## config.mk

```make
export PLATFORM = sky130hd
export DESIGN_NAME = id_stage
export DESIGN_NICKNAME = d
export VERILOG_FILES = /design/src/rtl/rv_pkg.sv /design/src/rtl/imm_gen.sv /design/src/rtl/id_stage.sv
export SDC_FILE = /design/constraint.sdc
export NUM_CORES = 1
export LEC_CHECK = 0
export CAP_MARGIN = 20
export CORE_AREA = 2 2 229 231
export DETAILED_ROUTE_END_ITERATION = 12
export DIE_AREA = 0 0 231 233
export HOLD_SLACK_MARGIN = 0.1
export PLACE_DENSITY = 0.54
export SLEW_MARGIN = 20
export SYNTH_ARGS = -nofsm -noshare
export SYNTH_HDL_FRONTEND = slang
export SYNTH_SLANG_ARGS = --single-unit
```

## constraint.sdc

```tcl
create_clock -name clk -period 4.3 [get_ports clk]
set_input_delay 0.645 -clock clk [delete_from_list [all_inputs] [get_ports clk]]
set_output_delay 0.645 -clock clk [all_outputs]
set_load 0.03 [all_outputs]
```

## src/rtl/rv_pkg.sv

```systemverilog
// ============================================================================
// Module      : rv_pkg
// Description : RV64I decode constants, control bundle and control decoder.
// Revision    : 1.0
// ============================================================================
`default_nettype none

package rv_pkg;

   localparam logic [6:0] c_opc_r      = 7'b0110011;
   localparam logic [6:0] c_opc_i      = 7'b0010011;
   localparam logic [6:0] c_opc_load   = 7'b0000011;
   localparam logic [6:0] c_opc_store  = 7'b0100011;
   localparam logic [6:0] c_opc_branch = 7'b1100011;

   localparam logic [1:0] c_aluop_add   = 2'b00;
   localparam logic [1:0] c_aluop_sub   = 2'b01;
   localparam logic [1:0] c_aluop_funct = 2'b10;

   typedef struct packed {
      logic       regwrite;
      logic       memread;
      logic       memwrite;
      logic       memtoreg;
      logic       branch;
      logic       alusrc;
      logic [1:0] aluop;
   } ctrl_t;

   localparam ctrl_t c_ctrl_nop = '{default: '0};

   function automatic logic is_legal(input logic [6:0] opc);
      return (opc == c_opc_r) || (opc == c_opc_i) || (opc == c_opc_load) ||
             (opc == c_opc_store) || (opc == c_opc_branch);
   endfunction

   // Unsupported opcodes decode to an all-zero bundle so they travel as bubbles.
   function automatic ctrl_t decode_ctrl(input logic [6:0] opc);
      ctrl_t c;
      c = c_ctrl_nop;
      case (opc)
         c_opc_r: begin
            c.regwrite = 1'b1;
            c.aluop    = c_aluop_funct;
         end
         c_opc_i: begin
            c.regwrite = 1'b1;
            c.alusrc   = 1'b1;
            c.aluop    = c_aluop_funct;
         end
         c_opc_load: begin
            c.regwrite = 1'b1;
            c.memread  = 1'b1;
            c.memtoreg = 1'b1;
            c.alusrc   = 1'b1;
            c.aluop    = c_aluop_add;
         end
         c_opc_store: begin
            c.memwrite = 1'b1;
            c.alusrc   = 1'b1;
            c.aluop    = c_aluop_add;
         end
         c_opc_branch: begin
            c.branch   = 1'b1;
            c.aluop    = c_aluop_sub;
         end
         default: c = c_ctrl_nop;
      endcase
      return c;
   endfunction

endpackage

`default_nettype wire

```

## src/rtl/imm_gen.sv

```systemverilog
// ============================================================================
// Module      : imm_gen
// Description : Sign-extended immediate extraction for I/S/B formats.
// Revision    : 1.0
// ============================================================================
`default_nettype none

module imm_gen
   import rv_pkg::*;
#(
   parameter int XLEN = 64
) (
   input  logic [31:0]     instr,
   output logic [XLEN-1:0] imm
);

   logic [6:0] w_opcode;
   logic       w_unused;

   assign w_opcode = instr[6:0];
   assign w_unused = ^instr[19:12];

   always_comb begin
      imm = '0;
      case (w_opcode)
         c_opc_i, c_opc_load:
            imm = {{(XLEN-12){instr[31]}}, instr[31:20]};
         c_opc_store:
            imm = {{(XLEN-12){instr[31]}}, instr[31:25], instr[11:7]};
         c_opc_branch:
            imm = {{(XLEN-13){instr[31]}}, instr[31], instr[7], instr[30:25],
                   instr[11:8], 1'b0};
         default:
            imm = '0;
      endcase
   end

endmodule

`default_nettype wire

```

## src/rtl/id_stage.sv

```systemverilog
// ============================================================================
// Module      : id_stage
// Description : RV64I decode with write-back bypass, load-use stall, ID/EX reg.
// Revision    : 1.0
// ============================================================================
`default_nettype none

module id_stage
   import rv_pkg::*;
#(
   parameter int XLEN      = 64,
   parameter int NREG_BITS = 5
) (
   input  logic                 clk,
   input  logic                 reset,
   input  logic                 if_valid,
   input  logic [31:0]          if_instr,
   input  logic [XLEN-1:0]      if_pc,
   output logic                 id_ready,
   output logic [NREG_BITS-1:0] rs1,
   output logic [NREG_BITS-1:0] rs2,
   input  logic [XLEN-1:0]      rf_data1,
   input  logic [XLEN-1:0]      rf_data2,
   input  logic                 wb_regwrite,
   input  logic [NREG_BITS-1:0] wb_rd,
   input  logic [XLEN-1:0]      wb_data,
   input  logic                 flush,
   input  logic                 ex_ready,
   output logic                 ex_valid,
   output logic [XLEN-1:0]      ex_pc,
   output logic [XLEN-1:0]      ex_rs1_val,
   output logic [XLEN-1:0]      ex_rs2_val,
   output logic [XLEN-1:0]      ex_imm,
   output logic [NREG_BITS-1:0] ex_rs1,
   output logic [NREG_BITS-1:0] ex_rs2,
   output logic [NREG_BITS-1:0] ex_rd,
   output logic [3:0]           ex_funct,
   output logic                 ex_regwrite,
   output logic                 ex_memread,
   output logic                 ex_memwrite,
   output logic                 ex_memtoreg,
   output logic                 ex_branch,
   output logic                 ex_alusrc,
   output logic [1:0]           ex_aluop,
   output logic                 illegal_instr
);

   logic [6:0]           w_opcode;
   logic [NREG_BITS-1:0] w_rd;
   logic                 w_legal;
   logic                 w_use_rs2;
   logic                 w_hazard;
   ctrl_t                w_ctrl;
   logic [XLEN-1:0]      w_imm;
   logic [XLEN-1:0]      w_op1;
   logic [XLEN-1:0]      w_op2;

   logic                 r_valid;
   logic [XLEN-1:0]      r_pc;
   logic [XLEN-1:0]      r_rs1_val;
   logic [XLEN-1:0]      r_rs2_val;
   logic [XLEN-1:0]      r_imm;
   logic [NREG_BITS-1:0] r_rs1;
   logic [NREG_BITS-1:0] r_rs2;
   logic [NREG_BITS-1:0] r_rd;
   logic [3:0]           r_funct;
   ctrl_t                r_ctrl;
   logic                 r_illegal;

   assign w_opcode  = if_instr[6:0];
   assign rs1       = if_instr[15 +: NREG_BITS];
   assign rs2       = if_instr[20 +: NREG_BITS];
   assign w_rd      = if_instr[7 +: NREG_BITS];
   assign w_legal   = is_legal(w_opcode);
   assign w_ctrl    = decode_ctrl(w_opcode);
   assign w_use_rs2 = (w_opcode == c_opc_r) || (w_opcode == c_opc_store) ||
                      (w_opcode == c_opc_branch);

   imm_gen #(.XLEN(XLEN)) u_imm_gen (
      .instr (if_instr),
      .imm   (w_imm)
   );

   // A load in ID/EX cannot be bypassed; any consumer must wait one cycle.
   assign w_hazard = if_valid && r_valid && r_ctrl.memread && (r_rd != '0) &&
                     ((w_legal && (r_rd == rs1)) || (w_use_rs2 && (r_rd == rs2)));

   assign id_ready = !reset && (flush || (ex_ready && !w_hazard));

   always_comb begin
      w_op1 = rf_data1;
      w_op2 = rf_data2;
      if (rs1 == '0)
         w_op1 = '0;
      else if (wb_regwrite && (wb_rd == rs1))
         w_op1 = wb_data;
      if (rs2 == '0)
         w_op2 = '0;
      else if (wb_regwrite && (wb_rd == rs2))
         w_op2 = wb_data;
   end

   always_ff @(posedge clk) begin
      if (reset || flush) begin
         r_valid   <= 1'b0;
         r_pc      <= '0;
         r_rs1_val <= '0;
         r_rs2_val <= '0;
         r_imm     <= '0;
         r_rs1     <= '0;
         r_rs2     <= '0;
         r_rd      <= '0;
         r_funct   <= '0;
         r_ctrl    <= c_ctrl_nop;
         r_illegal <= 1'b0;
      end else if (!ex_ready) begin
         r_illegal <= 1'b0;
      end else if (if_valid && !w_hazard && w_legal) begin
         r_valid   <= 1'b1;
         r_pc      <= if_pc;
         r_rs1_val <= w_op1;
         r_rs2_val <= w_op2;
         r_imm     <= w_imm;
         r_rs1     <= rs1;
         r_rs2     <= rs2;
         r_rd      <= w_rd;
         r_funct   <= {if_instr[30], if_instr[14:12]};
         r_ctrl    <= w_ctrl;
         r_illegal <= 1'b0;
      end else begin
         // Bubble: stall, empty IF/ID, or a dropped unsupported opcode.
         r_valid   <= 1'b0;
         r_pc      <= '0;
         r_rs1_val <= '0;
         r_rs2_val <= '0;
         r_imm     <= '0;
         r_rs1     <= '0;
         r_rs2     <= '0;
         r_rd      <= '0;
         r_funct   <= '0;
         r_ctrl    <= c_ctrl_nop;
         r_illegal <= if_valid && !w_hazard && !w_legal;
      end
   end

   assign ex_valid      = r_valid;
   assign ex_pc         = r_pc;
   assign ex_rs1_val    = r_rs1_val;
   assign ex_rs2_val    = r_rs2_val;
   assign ex_imm        = r_imm;
   assign ex_rs1        = r_rs1;
   assign ex_rs2        = r_rs2;
   assign ex_rd         = r_rd;
   assign ex_funct      = r_funct;
   assign ex_regwrite   = r_ctrl.regwrite;
   assign ex_memread    = r_ctrl.memread;
   assign ex_memwrite   = r_ctrl.memwrite;
   assign ex_memtoreg   = r_ctrl.memtoreg;
   assign ex_branch     = r_ctrl.branch;
   assign ex_alusrc     = r_ctrl.alusrc;
   assign ex_aluop      = r_ctrl.aluop;
   assign illegal_instr = r_illegal;

endmodule

`default_nettype wire

```

[Word-level counts from Yosys, hierarchy flattened]
Index checks and enable logic that the tools add are counted.
Operators by class
  reduce and logical (&&, ||, !) cells: 33
  equality and inequality tests: 9
  bitwise gates (word level): 1
  muxes and demuxes: 21
Operators with widths (count)
  2-to-1 mux 64 bit: 8
  case mux 64 bit (3 select lines): 1
  == test 5 bit: 4
  2-to-1 mux 5 bit: 3
  == test 7 x 6 -> 1 bit (second input constant): 2
  logical AND 1 bit: 13
  logical NOT 5 bit: 2
  logical OR 1 bit: 9
  OR reduction 3 bit: 3
  2-to-1 mux 8 bit: 1
  == test 7 x 2 -> 1 bit (second input constant): 1
  == test 7 x 5 -> 1 bit (second input constant): 1
  == test 7 bit (second input constant): 1
  2-to-1 mux 1 bit: 6
  nonzero test 5 bit: 1
  2-to-1 mux 4 bit: 1
  case mux 2 bit (2 select lines): 1
  OR reduction 2 bit: 2
  logical NOT 1 bit: 3
  NOT 1 bit: 1
Storage, ports and cells
  input port bits: 299
  word-level logic and storage cells: 81
  register bits: 285
  output and inout bits: 296

[Longest topological paths before layout]
  word-level depth: 12
  mapped depth: 8
  gate-level depth less buffers: 5

[Cells and area by module]
From an unflattened synthesis, not the netlist that was laid out.
Second synthesis, totals
  cell total of the unflattened synthesis: 1062
  area, all modules: 11030.6 um^2
Modules (own cells, without submodules)
  id_stage: sequential area each 5685.5 um^2, area each 10430.0 um^2, times used 1, cells each 982
  imm_gen: sequential area each 0.0 um^2, area each 600.6 um^2, times used 1, cells each 80

[Worst setup path after synthesis]
Ideal clock, no wire load.
  path type: in2out
  start point: in if_instr[2]
  end point: out id_ready
  stages: 5
  required time: 3.655 ns
  arrival time: 1.687 ns
  path slack: 1.968 ns
  path buffers: 0
  cell sequence: nand4bb_2 -> a21oi_4 -> nand4_1 -> a31oi_1 -> nor2_1
On the way
  cells in the longest elaborated chain, start to end: 12
  elaborated cells on any way between the ends: 19
  those cells by class: eq/ne: 5; reduce/logical: 14
RTL lines
  from (decl): line id_stage.sv:17  | input logic [31:0] if_instr,
  == test 7 x 6 -> 1 bit or == test 7 x 5 -> 1 bit (tied branches): line rv_pkg.sv:33, id_stage.sv:76
  logical OR 1 bit (3 in series): line rv_pkg.sv:33  | return (opc == c_opc_r) || (opc == c_opc_i) || (opc == c_opc_load) ||
  logical OR 1 bit: line rv_pkg.sv:34  | (opc == c_opc_store) || (opc == c_opc_branch);
  logical AND 1 bit: line id_stage.sv:86  | ((w_legal && (r_rd == rs1)) || (w_use_rs2 && (r_rd == rs2)));
  logical OR 1 bit *: line id_stage.sv:86
  logical AND 1 bit *: line id_stage.sv:85  | assign w_hazard = if_valid && r_valid && r_ctrl.memread && (r_rd != '0) &&
  logical NOT 1 bit *: line id_stage.sv:88  | assign id_ready = !reset && (flush || (ex_ready && !w_hazard));
  logical AND 1 bit *: line id_stage.sv:88
  logical OR 1 bit *: line id_stage.sv:88
  logical AND 1 bit *: line id_stage.sv:88
  to (decl): line id_stage.sv:19  | output logic id_ready,
Mark *: on every way between the ends. The rest lies on a longest branch, timed or not.

[Worst setup path after layout]
  start point: in if_instr[22]
  end point: out id_ready
On the way
  cells in the longest elaborated chain, start to end: 8
RTL lines (line)
  == test 5 bit: id_stage.sv:86
  logical AND 1 bit: id_stage.sv:86
  logical OR 1 bit: id_stage.sv:86
  logical AND 1 bit: id_stage.sv:85
  logical NOT 1 bit: id_stage.sv:88
  logical AND 1 bit: id_stage.sv:88
  logical OR 1 bit: id_stage.sv:88
  logical AND 1 bit: id_stage.sv:88
Every way passes these cells.

==> metrics.txt <==
outcome=finished clean; Synth Flop Type=dfxtp_1; Initial DRT Pass Iterations=4; die extent in x=231 µm; Seq/Total Area, Yosys=0.493; CP Max Fanout=6; Worst setup EP type=output pin; Post-synth EDFFs=0; antenna-violating nets left=0; std cell rows=83; global-route wire length before repair=59,200 µm; final WL=41,300 µm; All-Layer GR Usage=0.143; Post-Syn Area=0.00947 mm²; highest-count cells in the layout ignoring fill and taps=594 x clkdlybuf4s50_1, 233 x dfxtp_1, 139 x nand2_1; post-CTS setup buffers=0; register bit count reported by yosys=233; Placeable Area=0.0511 mm²; Layout Skew=0.0167 ns; CTS root buf=clkbuf_16; drt via density=4.16; Inst Count DP=2,124; # IOs=595; max incr delay on CP=0.70 ns; CTS buffer count=28; drt first-iter violations=373; number of H-tree levels=1; DP Area=0.0157 mm²; count of final setup violators=0; Post-CTS Resized=0; post-DP HPWL=31,500 µm; Peak VDD IR=0.000245 V; Synth Net Count=1,251; slew margin rel.=0.509; Worst Tran Pin Value=0.736 ns; nets=1,773; Avg Synthesized Cell Area=9.95 µm²; Tcrit/Tclk final=0.843; slowest CP cell=clkdlybuf4s50_1; most common cell after layout, fill and taps aside=clkdlybuf4s50_1; pwr dens=302 mW/mm²; asr flop ratio synth=0; Final Wtd Congestion=0.810; Hold WC Path Type=reg2reg; crit path kind=in2out; antenna violations before repair=0; Die ar.=0.0538 mm²; CTS clk-pin slew, worst paths=0.06 ns; Post-Layout Cell Count=2,171; clk_lat worst skew=0.56 ns; setup TNS=0 ns; vias in the first global route=9,205; final instance area=0.0166 mm²; final global-route overflow total=0; Synth warnings=0; Area Overhead vs Synth=75.2%; Fmax=276 MHz; leakage=5.67 nW; CP startpoint kind=input pin; DR WL/cell=19.0 µm; hold_ws=0.448 ns; Clock Path Buffers=3; Initial Util=0.185; drc violations=0; largest net degree at the start of global routing=95; TritonCTS clock tree=done; RSZ-0062 raised after global routing=false; layout cell share with drive strength beyond 1=0.0523; most used cell along the critical path=clkdlybuf4s50_1; clk sinks=233; crit path cell chain=clkdlybuf4s50_1, xor2_1, nor4_1, nand4_1, a31oi_1, nor2_1, clkdlybuf4s50_1; Hold Fails Final Rpt=0; Via Count=9,033; # diodes=0; Port Buffers=594; Slew Viols, Final=0; hold buffers post-CTS=0; Netlist cell types=40; Synth Instances=952; Die H=233 µm; Worst Path Arrival=2.98 ns; Req. time, crit path=3.65 ns; Tmin final=3.63 ns; max_cap viols=0
==> critical path: cells and delay by family <==
kind                   cells  cell delay [ns]
AO/OA/AOI/OAI              1             0.21
XOR/XNOR                   1             0.16
buffers and inverters      2             1.33
AND/OR/NAND/NOR            3             0.63
==> flip-flops by register name, summed over array words and instances (netlist names) <==
name,count
ex_rs1_val,64
ex_funct,4
illegal_instr,1
ex_alusrc,1
ex_rs1,5
ex_pc,64
ex_valid,1
ex_memwrite,1
ex_rs2_val,64
ex_aluop,2
ex_regwrite,1
ex_rd,5
ex_branch,1
ex_rs2,5
ex_memread,1
ex_imm,13
==> per-stage QoR <==
stage	setup WS [ns]	total power [mW]	util
after floorplan	1.97	2.34	-
after global placement	0.671	2.70	0.307
after detailed placement	0.677	2.70	0.307
after CTS	0.666	5.12	0.325
after global routing	0.597	5.21	0.325
final	0.674	5.02	0.325
==> routing by layer <==
metal | vias up | share of wire | global-route usage
met5 | - | 0 | 0
met4 | 0 | 0.023 | 0.0379
met3 | 44 | 0.080 | 0.0446
met2 | 380 | 0.50 | 0.263
met1 | 4234 | 0.40 | 0.159
li1 | 4375 | - | -
==> logic make-up (layout without fill, tap and decap cells) <==
logic type	Yosys count	after routing	synth area share
compound gates	244	244	0.171
mux	128	128	0.135
xor+xnor	20	20	0.0185
simple gates	198	198	0.0934
buf+inv	129	668	0.0896
flops	233	233	0.493
==> cell type report <==
cell class                      count  area [µm²]
Clock buffer                       42         865
Clock inverter                      5        55.1
Fill cell                        5293       34500
Inverter                            4        15.0
Multi-Input combinational cell    590        3980
Sequential cell                   233        4660
Tap cell                          680         851
Timing Repair Buffer              617        6170
==> synthesized netlist by cell type, types with 2 or more instances <==
cell type / number / area share
dfxtp_1: 233 / 0.49
nand2_1: 139 / 0.055
o21ai_0: 135 / 0.071
mux2i_1: 128 / 0.14
a22o_1: 82 / 0.076
buf_4: 75 / 0.059
clkbuf_1: 31 / 0.012
xor2_1: 18 / 0.017
nand3_1: 12 / 0.0063
nor2_1: 11 / 0.0044
buf_6: 10 / 0.012
a32o_1: 9 / 0.0095
a21oi_1: 7 / 0.0037
nor3_1: 7 / 0.0037
a32oi_1: 6 / 0.0055
and3_1: 5 / 0.0033
buf_2: 5 / 0.0026
nand4_1: 5 / 0.0033
inv_1: 4 / 0.0016
nor4_1: 4 / 0.0026
a31oi_1: 3 / 0.0020
buf_1: 3 / 0.0012
or4_1: 2 / 0.0016
xnor2_1: 2 / 0.0018
==> path summary, 6_finish.rpt <==
kind	from	to	slack [ns]	cells past startpoint
worst max-delay path	if_instr[22]	id_ready	0.67	7
worst min-delay path	ex_rs2_val[13]	ex_rs2_val[13]	0.45	2
worst max register to register	ex_memread	ex_rs1_val[36]	1.61	6
worst min register to register	ex_rs2_val[13]	ex_rs2_val[13]	0.45	2
==> power breakdown <==
group	leakage [nW]	total, mW	switching (mW)	internal, mW
clock	0.449	2.36	0.932	1.43
combinational	3.35	0.490	0.186	0.304
sequential	1.88	2.16	0.00199	2.16
total	5.67	5.02	1.12	3.90
(Power assumes the default switching activity.)
